==> src/rtl/turbo_rsc_encoder_if.sv <==
// Stream bundle between the interleaving input stage and the turbo RSC encoder core.
// The master drives the input-stage bits and flags; the slave returns the encoded streams.
interface turbo_rsc_encoder_if;
    logic bin_in;
    logic bin_int_in;
    logic valid_in;
    logic mode_in;
    logic sys_out;
    logic par1_out;
    logic par2_out;
    logic tail2_out;
    logic out_valid;
    logic out_tail;
    logic len_err;

    modport master (
        output bin_in, bin_int_in, valid_in, mode_in,
        input  sys_out, par1_out, par2_out, tail2_out, out_valid, out_tail, len_err
    );

    modport slave (
        input  bin_in, bin_int_in, valid_in, mode_in,
        output sys_out, par1_out, par2_out, tail2_out, out_valid, out_tail, len_err
    );
endinterface

==> src/rtl/turbo_rsc_encoder.sv <==
// Two 8-state RSC encoders (g0 = 1+D^2+D^3, g1 = 1+D+D^3) with 3-step trellis termination.
// All outputs are registered, so each sampled input appears on the outputs one cycle later.
module turbo_rsc_encoder #(
    parameter int unsigned BLOCK_LEN = 4096,
    parameter int unsigned CNT_W     = 12
) (
    input  logic               clk,
    input  logic               reset,
    turbo_rsc_encoder_if.slave bus
);
    // TERMn means tail step n is currently showing on the registered outputs.
    localparam logic [2:0] ST_IDLE   = 3'd0;
    localparam logic [2:0] ST_ENCODE = 3'd1;
    localparam logic [2:0] ST_TERM1  = 3'd2;
    localparam logic [2:0] ST_TERM2  = 3'd3;
    localparam logic [2:0] ST_TERM3  = 3'd4;

    localparam logic [CNT_W-1:0] CntMax = CNT_W'(BLOCK_LEN);

    logic [2:0]       state_q, state_d;
    logic [CNT_W-1:0] cnt_q, cnt_d;
    logic [2:0]       enc1_q, enc1_d;  // [0] = s1 (newest), [2] = s3
    logic [2:0]       enc2_q, enc2_d;
    logic             armed_q, armed_d;
    logic             sys_q, sys_d, par1_q, par1_d, par2_q, par2_d, tail2_q, tail2_d;
    logic             valid_q, valid_d, tail_q, tail_d, len_err_q, len_err_d;

    logic do_enc, do_tail, start_term;
    logic u1, u2, f1, f2, z1, z2;

    always_comb begin
        do_enc     = 1'b0;
        do_tail    = 1'b0;
        start_term = 1'b0;
        state_d    = state_q;
        case (state_q)
            ST_IDLE: begin
                if (bus.valid_in && !bus.mode_in) begin
                    do_enc  = 1'b1;
                    state_d = ST_ENCODE;
                end
            end
            ST_ENCODE, ST_TERM3: begin
                state_d = ST_ENCODE;
                // A mode_in level left over from the previous tail must drop before it counts.
                if (bus.mode_in && armed_q) begin
                    start_term = 1'b1;
                    do_tail    = 1'b1;
                    state_d    = ST_TERM1;
                end else if (bus.valid_in) begin
                    do_enc = 1'b1;
                end
            end
            ST_TERM1: begin
                do_tail = 1'b1;
                state_d = ST_TERM2;
            end
            ST_TERM2: begin
                do_tail = 1'b1;
                state_d = ST_TERM3;
            end
            default: state_d = ST_IDLE;
        endcase
    end

    // Tail input u = s2 ^ s3 cancels the feedback, driving the register to zero.
    always_comb begin
        u1     = do_tail ? (enc1_q[1] ^ enc1_q[2]) : bus.bin_in;
        u2     = do_tail ? (enc2_q[1] ^ enc2_q[2]) : bus.bin_int_in;
        f1     = u1 ^ enc1_q[1] ^ enc1_q[2];
        f2     = u2 ^ enc2_q[1] ^ enc2_q[2];
        z1     = f1 ^ enc1_q[0] ^ enc1_q[2];
        z2     = f2 ^ enc2_q[0] ^ enc2_q[2];
        enc1_d = (do_enc || do_tail) ? {enc1_q[1:0], f1} : enc1_q;
        enc2_d = (do_enc || do_tail) ? {enc2_q[1:0], f2} : enc2_q;
    end

    always_comb begin
        cnt_d = cnt_q;
        if (state_q == ST_TERM2) begin
            cnt_d = '0;
        end else if (do_enc && (cnt_q != CntMax)) begin
            cnt_d = cnt_q + CNT_W'(1);
        end

        armed_d = armed_q;
        if (!bus.mode_in) begin
            armed_d = 1'b1;
        end else if (start_term) begin
            armed_d = 1'b0;
        end

        sys_d     = do_enc ? bus.bin_in : (do_tail ? u1 : 1'b0);
        par1_d    = (do_enc || do_tail) ? z1 : 1'b0;
        par2_d    = (do_enc || do_tail) ? z2 : 1'b0;
        tail2_d   = do_tail ? u2 : 1'b0;
        valid_d   = do_enc || do_tail;
        tail_d    = do_tail;
        len_err_d = start_term && (cnt_q != CntMax);
    end

    always_ff @(posedge clk or negedge reset) begin
        if (!reset) begin
            state_q   <= ST_IDLE;
            cnt_q     <= '0;
            enc1_q    <= '0;
            enc2_q    <= '0;
            armed_q   <= 1'b0;
            sys_q     <= 1'b0;
            par1_q    <= 1'b0;
            par2_q    <= 1'b0;
            tail2_q   <= 1'b0;
            valid_q   <= 1'b0;
            tail_q    <= 1'b0;
            len_err_q <= 1'b0;
        end else begin
            state_q   <= state_d;
            cnt_q     <= cnt_d;
            enc1_q    <= enc1_d;
            enc2_q    <= enc2_d;
            armed_q   <= armed_d;
            sys_q     <= sys_d;
            par1_q    <= par1_d;
            par2_q    <= par2_d;
            tail2_q   <= tail2_d;
            valid_q   <= valid_d;
            tail_q    <= tail_d;
            len_err_q <= len_err_d;
        end
    end

    assign bus.sys_out   = sys_q;
    assign bus.par1_out  = par1_q;
    assign bus.par2_out  = par2_q;
    assign bus.tail2_out = tail2_q;
    assign bus.out_valid = valid_q;
    assign bus.out_tail  = tail_q;
    assign bus.len_err   = len_err_q;
endmodule

==> src/flat_wrapper.sv <==
// flat-port wrapper written by rule: the top's interface ports become plain ports
module turbo_rsc_encoder_flat 
#(
    parameter int unsigned BLOCK_LEN = 4096,
    parameter int unsigned CNT_W     = 12
)
  (clk, reset, bus_bin_in, bus_bin_int_in, bus_valid_in, bus_mode_in, bus_sys_out, bus_par1_out, bus_par2_out, bus_tail2_out, bus_out_valid, bus_out_tail, bus_len_err);
  turbo_rsc_encoder_if bus_i ();
  input  logic clk;
  input  logic reset;
  input wire logic [$bits(bus_i.bin_in)-1:0] bus_bin_in;
  input wire logic [$bits(bus_i.bin_int_in)-1:0] bus_bin_int_in;
  input wire logic [$bits(bus_i.valid_in)-1:0] bus_valid_in;
  input wire logic [$bits(bus_i.mode_in)-1:0] bus_mode_in;
  output wire logic [$bits(bus_i.sys_out)-1:0] bus_sys_out;
  output wire logic [$bits(bus_i.par1_out)-1:0] bus_par1_out;
  output wire logic [$bits(bus_i.par2_out)-1:0] bus_par2_out;
  output wire logic [$bits(bus_i.tail2_out)-1:0] bus_tail2_out;
  output wire logic [$bits(bus_i.out_valid)-1:0] bus_out_valid;
  output wire logic [$bits(bus_i.out_tail)-1:0] bus_out_tail;
  output wire logic [$bits(bus_i.len_err)-1:0] bus_len_err;
  assign bus_i.bin_in = bus_bin_in;
  assign bus_i.bin_int_in = bus_bin_int_in;
  assign bus_i.valid_in = bus_valid_in;
  assign bus_i.mode_in = bus_mode_in;
  assign bus_sys_out = bus_i.sys_out;
  assign bus_par1_out = bus_i.par1_out;
  assign bus_par2_out = bus_i.par2_out;
  assign bus_tail2_out = bus_i.tail2_out;
  assign bus_out_valid = bus_i.out_valid;
  assign bus_out_tail = bus_i.out_tail;
  assign bus_len_err = bus_i.len_err;
  turbo_rsc_encoder #(.BLOCK_LEN(BLOCK_LEN), .CNT_W(CNT_W)) u_core (.clk(clk), .reset(reset), .bus(bus_i));
endmodule
==> config.mk <==
export PLATFORM = sky130hd
export DESIGN_NAME = turbo_rsc_encoder_flat
export DESIGN_NICKNAME = d
export VERILOG_FILES = /design/src/rtl/turbo_rsc_encoder_if.sv /design/src/rtl/turbo_rsc_encoder.sv /design/src/flat_wrapper.sv
export SDC_FILE = /design/constraint.sdc
export NUM_CORES = 1
export LEC_CHECK = 0
export ABC_AREA = 0
export CAP_MARGIN = 10
export CORE_MARGIN = 3
export CORE_UTILIZATION = 60
export DETAILED_ROUTE_END_ITERATION = 7
export PLACE_DENSITY = 0.85
export SKIP_CTS_REPAIR_TIMING = 1
export SLEW_MARGIN = 0
export SYNTH_ARGS = -nofsm -noshare
export SYNTH_HDL_FRONTEND = slang
export SYNTH_SLANG_ARGS = --single-unit
==> constraint.sdc <==
create_clock -name clk -period 5.4 [get_ports clk]
set_input_delay 0.81 -clock clk [delete_from_list [all_inputs] [get_ports clk]]
set_output_delay 0.81 -clock clk [all_outputs]
set_load 0.005 [all_outputs]
* After elaboration in Yosys (flattened, before gate mapping)
Cells that the tools add are included.
** Word-level totals
- Register bits after elaboration :: 29
- Input port bits :: 6
- Output and inout port bits :: 7
- Logic and storage cells :: 61
** Operators by class
- Add/sub/neg operators :: 1
- Equal/unequal tests :: 6
- Mux-type cells :: 21
- Bitwise gates (word level) :: 10
- Reduce and logical (&&, ||, !) cells :: 11
** Operator list (count)
- 12-bit two-way mux :: 2
- 1-bit two-way mux :: 14
- 12-bit by 1-bit adder with 12-bit output (second input constant) :: 1
- 3-bit case mux with 4 select lines :: 1
- 12-bit nonzero test :: 1
- 1-bit XOR :: 10
- 3-bit by 2-bit == test with 1-bit output (second input constant) :: 2
- 1-bit logical AND :: 4
- 2-bit by 1-bit inequality test with 1-bit output (second input constant) :: 2
- 1-bit case mux with 2 select lines :: 2
- 2-bit OR reduction :: 2
- 3-bit by 1-bit == test with 1-bit output (second input constant) :: 1
- 3-bit == test (second input constant) :: 1
- 3-bit logical NOT :: 1
- 3-bit two-way mux :: 1
- 2-bit two-way mux :: 1
- 2-bit nonzero test :: 1
- 1-bit logical NOT :: 1
- 1-bit logical OR :: 1

* Depth between registers and ports, before layout
Gate-level depths: netlist of run 1.
- Depth in word-level cells :: 9
- Mapped depth :: 6
- Mapped depth without buffers :: 5

* Worst setup path after synthesis of run 1
OpenSTA, ideal clock, no wires.
- Path kind :: input port to flip-flop
- From :: in bus_valid_in
- To :: reg u_core.cnt_q[7]
- Setup time :: 0.079 ns
- Data arrival time :: 2.111 ns
- Data required time :: 5.321 ns
- Slack :: 3.210 ns
- Stages on the path :: 5
- Path buffers :: 1
- Cell sequence :: a21bo_4 > or3_1 > buf_2 > or4_1 > a21oi_1
** Between the ends
- Longest elaborated chain between the ends :: 5
- Elaborated cells on any way between the ends :: 7
- Those cells by class :: mux (4); reduce/logical (3)
** RTL lines
- start, declared :: line flat_wrapper.sv:13 : input wire logic [$bits(bus_i.valid_in)-1:0] bus_valid_in;
- 1-bit two-way mux or 1-bit logical AND (tied branches) :: line turbo_rsc_encoder.sv:50, turbo_rsc_encoder.sv:38
- 1-bit two-way mux (on tied branches) :: line turbo_rsc_encoder.sv:46, turbo_rsc_encoder.sv:38
- 1-bit case mux with 2 select lines * :: line turbo_rsc_encoder.sv:36 : case (state_q)
- 1-bit logical AND * :: line turbo_rsc_encoder.sv:82 : end else if (do_enc && (cnt_q != CntMax)) begin
- 2-bit nonzero test (no source line) *
- end signal, assigned :: line turbo_rsc_encoder.sv:118 : cnt_q <= cnt_d;
- end, declared :: line turbo_rsc_encoder.sv:21 : logic [CNT_W-1:0] cnt_q, cnt_d;
Every way passes the cells marked *; elsewhere a longest branch is shown, timed or not.
A chain may end at the register's enable or synchronous reset.

* Worst setup path after layout of run 1
- From :: in bus_mode_in
- To :: reg u_core.enc2_q[2]
** Between the ends
- Elaborated cells on any way between the ends :: 9
- Those cells by class :: mux (5); reduce/logical (4)
** RTL lines
- start, declared :: line flat_wrapper.sv:14 : input wire logic [$bits(bus_i.mode_in)-1:0] bus_mode_in;
- 1-bit logical AND :: line turbo_rsc_encoder.sv:46 : if (bus.mode_in && armed_q) begin
- 1-bit two-way mux :: line turbo_rsc_encoder.sv:46
- 1-bit case mux with 2 select lines :: line turbo_rsc_encoder.sv:36
- net u_core.do_tail :: line turbo_rsc_encoder.sv:28 : logic do_enc, do_tail, start_term;
- 1-bit logical OR :: line turbo_rsc_encoder.sv:75 : enc2_d = (do_enc || do_tail) ? {enc2_q[1:0], f2} : enc2_q;
- end signal, assigned :: line turbo_rsc_encoder.sv:120 : enc2_q <= enc2_d;
- end, declared :: line turbo_rsc_encoder.sv:23 : logic [2:0] enc2_q, enc2_d;
The timed path passes the listed nets, and every way through them passes these cells.

==> results of run 1 <==
[cell usage in the layout, fill, tap and decap left out, types with 3 or more instances in the layout]
cell type / n
a21oi_1: 6
a22o_1: 3
clkbuf_4: 5
clkdlybuf4s50_1: 12
dfrtp_1: 29
inv_1: 4
mux2_2: 5
mux2i_1: 7
nand2_1: 10
nand2b_1: 4
nand3_1: 7
nor2_1: 8
o21ai_0: 3
o31ai_1: 4
or4_1: 3
xnor2_1: 7
xor2_1: 4
[cell families (layout without fill, tap and decap cells)]
kind of cell / count (synthesis) / count (layout) / synth area share [%]
mux: 12 / 12 / 8.632
simple gates: 44 / 44 / 15.64
fa+ha+maj: 2 / 2 / 1.709
compound gates: 26 / 26 / 13.85
xor+xnor: 11 / 11 / 6.581
buf+inv: 11 / 26 / 4.017
flops: 29 / 29 / 49.57
[power breakdown]
| group | internal (W) | leakage, nW | switching (W) |
|---|---|---|---|
| clock | 0.000143 | 0.0552 | 0.0000779 |
| sequential | 0.000286 | 0.382 | 0.0000818 |
| combinational | 0.000150 | 0.344 | 0.000130 |
[final cells by class]
type                    count  area [sq um]  share of cell area [%]
repair buffers             13         127.6                   7.556
clock buffers               5         37.54                   2.222
inverters                   5         18.77                   1.111
well taps                  28         35.03                   2.074
multi-input cells          95         679.4                   40.22
flip-flops and latches     29         725.7                   42.96
clock inverters             3         65.06                   3.852
[layer usage]
layer	global-route usage [%]	vias up	share of wire [%]
met1	24.54	527	45
li1	-	514	-
met3	8.879	8	5.8
met4	9.028	0	2.1
met2	29.39	25	47
met5	0	-	0
[per-stage QoR]
| stage | area [sq um] | worst slack, ps | total power [W] | util [%] |
|---|---|---|---|---|
| final | 1689 | 2939 | 0.0008691 | 74.92 |
| after global routing | 1689 | 2889 | 0.0009300 | 74.92 |
| after CTS | 1689 | 2963 | 0.0008739 | 74.92 |
| after detailed placement | 1587 | 2597 | 0.0006498 | 70.37 |
| after global placement | 1587 | 2659 | 0.0006342 | 70.37 |
| after floorplan | 1464 | 3210 | 0.0005598 | - |
[registers in the layout, summed over array words and instances, names as in the netlist]
signal,flops
u_core.armed_q,1
u_core.bus.out_tail,1
u_core.bus.par1_out,1
u_core.bus.out_valid,1
u_core.bus.len_err,1
u_core.bus.sys_out,1
u_core.enc1_q,3
u_core.bus.par2_out,1
u_core.enc2_q,3
u_core.cnt_q,12
u_core.bus.tail2_out,1
u_core.state_q,3
[worst reg2reg max path, stage by stage (launching register included)]
cell	delay, ps
dfrtp_1	530
o21bai_1	200
a211oi_2	610
nand2_1	240
mux2_2	320
[worst paths after layout]
kind,startpoint,endpoint,depth (start not counted)
max,bus_mode_in,u_core.enc2_q[2],5
min reg2reg,u_core.cnt_q[6],u_core.cnt_q[6],1
min,u_core.cnt_q[6],u_core.cnt_q[6],1
max in group asynchronous,reset,u_core.cnt_q[1],2
min in group asynchronous,reset,u_core.cnt_q[2],2
max reg2reg,u_core.state_q[0],u_core.cnt_q[1],4
[Yosys cell counts, types with 2 or more instances]
cell type | instances | area share [%]
mux2_2 | 5 | 3.8
buf_6 | 2 | 1.5
ha_1 | 2 | 1.7
dfrtp_1 | 29 | 50
a21oi_1 | 6 | 2.1
nand2b_1 | 4 | 1.7
nor4_1 | 2 | 0.85
buf_2 | 2 | 0.68
or4_1 | 3 | 1.5
mux2i_1 | 7 | 4.8
or3_1 | 2 | 0.85
and3_1 | 2 | 0.85
nand4_1 | 2 | 0.85
inv_1 | 4 | 1.0
o21ai_0 | 3 | 1.0
a22o_1 | 3 | 1.8
xnor2_1 | 7 | 4.2
nor2_1 | 8 | 2.1
clkbuf_1 | 2 | 0.51
o31ai_1 | 4 | 2.1
xor2_1 | 4 | 2.4
nand3_1 | 7 | 2.4
nand2_1 | 10 | 2.6
==> metrics.cfg, run 1 <==
[floorplan]
fp.dieW_um=55.40
fp-row-count=17
die_y_um=55.40
dieArea_sq_mm=0.003069
initial_utilization_pct=64.93
io_pins=13
coreArea_sq_mm=0.002255

[logic_synthesis]
synth-main-ff-cell=dfrtp_1
ys_warn_count=0
ys_ff_latch=29
yosysUniqueCellTypes=38
async_flop_share_pct=100.0
synthCells=135
netlist_area_sq_mm=0.001464
ys_seq_area_share_pct=49.57
synth_area_per_cell_sq_um=10.84
synth_edf_count=0
syn-num-nets=143

[power_and_ir_drop]
p_per_area_mw_per_mm2=514.5
total_leakage_power_nw=0.7808
ir_drop_uv=359.8

[sta]
max_freq_ghz=0.4063
fin_skew_ps=10.19
setup_tns_ps=0
hold_ws_ps=526.0
layout_min_cycle_time_ps=2461
final.period_utilization_pct=45.58
setup_viol_count_final=0
tightest_slew_ps=687.8
slew_viol_final=0
final_hold_viol_count=0
rsz0062_at_grt=false
slew_headroom_pct=54.06

[clock_tree]
cts_tree=built
clock-sinks=29
cts_buffers=5
clkTransAtPathRegs_ps=100
insertion_delay_ps=340
cts_buffer_depth=2
cts.htree.levels=2
root_buffer=clkbuf_4

[hold_path]
hold_path.class=reg2reg

[worst_setup_path]
worstPathBufferInverterCount=1
crit_path_max_incr_delay_ps=630
arrival_ps=2690
worstPathRequired_ps=5630
start_kind=input port
endpoint_kind=flip-flop
cp_slowest_cell=clkdlybuf4s50_1
crit_fanout=8
cpLargestDelayFamily=buffers and inverters
cp_cell_sequence=clkdlybuf4s50_1 -> nand4b_1 -> o221ai_1 -> nor2_1 -> mux2_2
path_class=in2reg
r2r_slack_ps=3390

[layout]
final_nets=157
area_growth_pct=15.38
fin_cells=178
drive_gt1_share_pct=11.33
n_fill_cell=169
diodes=0

[route]
route.detailed.drc=0
post_drt_wl_per_cell_um=15.08
drt_iter0_markers=32
num_vias=1074
routed_wl_mm=2.685
dr.pass1.iters=4
ant_nets=0
viasPerCell=6.034

[placed_design]
gp_congestion=0.7724
dp_hpwl_mm=1.810
port_buffers=12
dpl.cell_count=170

[global_route]
grt_pass1_wl_mm=4.678
grt_pass1_vias=1064
grt_use_total_pct=19.75
antenna_found_initial=0
grt_overflow=0
grt_max_degree=30

[run]
cap_violations=0

[status]
status=finished clean

Note: power is estimated with default switching activity, not from simulation.
==> inputs of run 2 (changes only) <==
--- a/config.mk
+++ b/config.mk
@@ -8,9 +8,9 @@
 export ABC_AREA = 0
 export CAP_MARGIN = 10
 export CORE_MARGIN = 3
-export CORE_UTILIZATION = 60
+export CORE_UTILIZATION = 50
 export DETAILED_ROUTE_END_ITERATION = 7
-export PLACE_DENSITY = 0.85
+export PLACE_DENSITY = 0.75
 export SKIP_CTS_REPAIR_TIMING = 1
 export SLEW_MARGIN = 0
 export SYNTH_ARGS = -nofsm -noshare
==> constraint.sdc (replaced) <==
create_clock -name clk -period 2.1 [get_ports clk]
set_input_delay 0.315 -clock clk [delete_from_list [all_inputs] [get_ports clk]]
set_output_delay 0.315 -clock clk [all_outputs]
set_load 0.005 [all_outputs]
==> run 2 against run 1 <==
Clock power rose by 79%. Flip-flop and latch count is the same. Utilization shrank 10 points. Cell area up 0.89%. Register-to-register slack lost 3200 ps. Sequential share of layout area is 0.38 points lower. Wire length rose by 4.5%. Die area rose by 18%. Non-clock buffer count rose by 6. First-iteration DRC count up 19%. Global-route usage fell by 1.3 points. Critical endpoint is now u_core.cnt_q[7].
==> metrics.cfg, run 2 (same netlist as run 1, synthesis figures left out) <==
[clock_tree]
cts_tree=built  ; unchanged
cts.htree.levels=2  ; unchanged
root_buffer=clkbuf_4  ; unchanged
clock-sinks=29  ; unchanged
insertion_delay_ps=330  ; was 340 ps
cts_buffers=5  ; unchanged
cts_buffer_depth=2  ; unchanged
clkTransAtPathRegs_ps=90  ; was 100 ps

[layout]
final_nets=163  ; was 157
regMostFlops=u_core.cnt_q  ; unchanged
final_cell_area_sq_mm=0.001704  ; was 0.001689 sq mm
largest_reg_flops=12  ; unchanged
final_cell_mix=29 x dfrtp_1, 12 x clkdlybuf4s50_1, 10 x nand2_1  ; unchanged
final_common_cell=dfrtp_1  ; unchanged
diodes=0  ; unchanged
area_growth_pct=16.41  ; was 15.38%
drive_gt1_share_pct=14.74  ; was 11.33%

[placed_design]
place_area_sq_mm=0.001634  ; was 0.001587 sq mm
gp_congestion=0.7913  ; was 0.7724
place_ws_ps=-79.55  ; was 2597 ps
port_buffers=12  ; unchanged
dp_hpwl_mm=2.034  ; was 1.810 mm

[worst_setup_path]
worstPathBufferInverterCount=0  ; was 1
r2r_cells=4  ; unchanged
path_class=reg2reg  ; was in2reg
crit_path_max_incr_delay_ps=490  ; was 630 ps
cp_cell_sequence=a21bo_4 -> or3_1 -> or4_1 -> a21oi_1  ; was clkdlybuf4s50_1 -> nand4b_1 -> o221ai_1 -> nor2_1 -> mux2_2
endpoint_kind=flip-flop  ; unchanged
cp_slowest_cell=dfrtp_1  ; was clkdlybuf4s50_1
cpLargestDelayFamily=simple AND/OR/NAND/NOR gates  ; was buffers and inverters
arrival_ps=2150  ; was 2690 ps
start_kind=flip-flop  ; was input port
path_depth=4  ; was 5
worstPathRequired_ps=2360  ; was 5630 ps
crit_fanout=9  ; was 8

[sta]
final_hold_viol_count=0  ; unchanged
final.period_utilization_pct=89.98
layout_min_cycle_time_ps=1890
max_freq_ghz=0.5292
fin_ws_ps=210.5  ; was 2939 ps
rsz0062_at_grt=false  ; unchanged
setup_viol_count_final=0  ; unchanged
slew_headroom_pct=71.60  ; was 54.06%
fin_skew_ps=6.001  ; was 10.19 ps
tightest_slew_ps=424.5  ; was 687.8 ps
slew_viol_final=0  ; unchanged

[power_and_ir_drop]
ir_drop_uv=941.1  ; was 359.8 uV
power.total_w=0.002095  ; was 0.0008691 W
total_leakage_power_nw=0.7963  ; was 0.7808 nW
p_per_area_mw_per_mm2=1230  ; was 514.5 mW/mm^2
seqPwrFrac_pct=44.9  ; was 42.3%
intPower_w=0.001340  ; was 0.0005792 W
p_sw_w=0.0007551  ; was 0.0002898 W
swShare_pct=36.04  ; was 33.35%
clock_power_share_pct=18.8  ; was 25.5%
pwr-share-comb_pct=36.2  ; was 32.2%

[floorplan]
fp-row-count=18  ; was 17
die_y_um=60.11  ; was 55.40 um
fp.dieW_um=60.11  ; was 55.40 um
initial_utilization_pct=55.56  ; was 64.93%
coreArea_sq_mm=0.002635  ; was 0.002255 sq mm
dieArea_sq_mm=0.003613  ; was 0.003069 sq mm
io_pins=13  ; unchanged

[global_route]
antenna_found_initial=0  ; unchanged
grt_pass1_wl_mm=4.823  ; was 4.678 mm
grt_pass1_vias=1091  ; was 1064
grt_max_degree=30  ; unchanged
grt_overflow=0  ; unchanged
grt_use_total_pct=18.44  ; was 19.75%

[run]
cap_violations=0  ; unchanged

[route]
route.detailed.drc=0  ; unchanged
ant_nets=0  ; unchanged
viasPerCell=5.914  ; was 6.034
post_drt_wl_per_cell_um=15.08  ; about the same
drt_iter0_markers=38  ; was 32
routed_wl_mm=2.805  ; was 2.685 mm
dr.pass1.iters=4  ; unchanged
num_vias=1100  ; was 1074

[status]
status=finished clean  ; unchanged

[hold_path]
hold_path.class=in2async  ; was reg2reg

run 2: cell count changes in the layout (fill, tap and decap cells not counted):
cell,before,now
buf_4,1,7
bufinv_16,2,0
clkbuf_8,0,2
run 2: final cells by class:
cell class	count	area, sq um
inverter	5	18.77
tap	30	37.54
clock buffer	7	65.06
fill	208	930.9
timing repair buffer	19	172.7
sequential	29	725.7
multi-input combinational	95	679.4
clock inverter	1	5.005
run 2: path summary, 6_finish.rpt:
kind / start / end / slack [ps]
setup / recovery: u_core.state_q[2] / u_core.cnt_q[7] / 210
hold reg to reg: u_core.cnt_q[3] / u_core.cnt_q[3] / 550
min in group clk: u_core.cnt_q[3] / u_core.cnt_q[3] / 550
hold / removal: reset / u_core.cnt_q[9] / 350
max in group asynchronous: reset / u_core.cnt_q[6] / 1470
setup reg to reg: u_core.state_q[2] / u_core.cnt_q[7] / 210
run 2: through the flow:
stage	utilization, %	std cells	hold slack [ps]	TNS (ps)
6_report	64.67	186	350.5	0
5_1_grt	64.67	186	370.4	0
3_3_place_gp	62.01	178	502.5	-54.04
4_1_cts	64.67	186	362.7	0
2_1_floorplan	-	135	19.41	0
3_5_place_dp	62.01	178	529.2	-331.1
run 2: worst reg2reg max path, cell delays in order, from the launching register on:
cell	delay, ps
dfrtp_1	490
a21bo_4	250
or3_1	420
or4_1	490
a21oi_1	160
run 2: power by group through the flow:
stage | combinational, W | sequential [W] | clock, W
finish | 0.000759 | 0.000942 | 0.000395
global route | 0.000857 | 0.000973 | 0.000427
CTS | 0.000770 | 0.000940 | 0.000405
detailed placement | 0.000766 | 0.000951 | 0
global placement | 0.000727 | 0.000938 | 0
floorplan | 0.000570 | 0.000870 | 0
run 2: per-layer routing:
layer	vias up	global-route usage, %	share of wire [%]
met2	16	29.17	49
met5	-	0	0
met1	553	22.48	46
met3	4	6.695	4.5
met4	0	7.911	1.1
li1	527	-	-
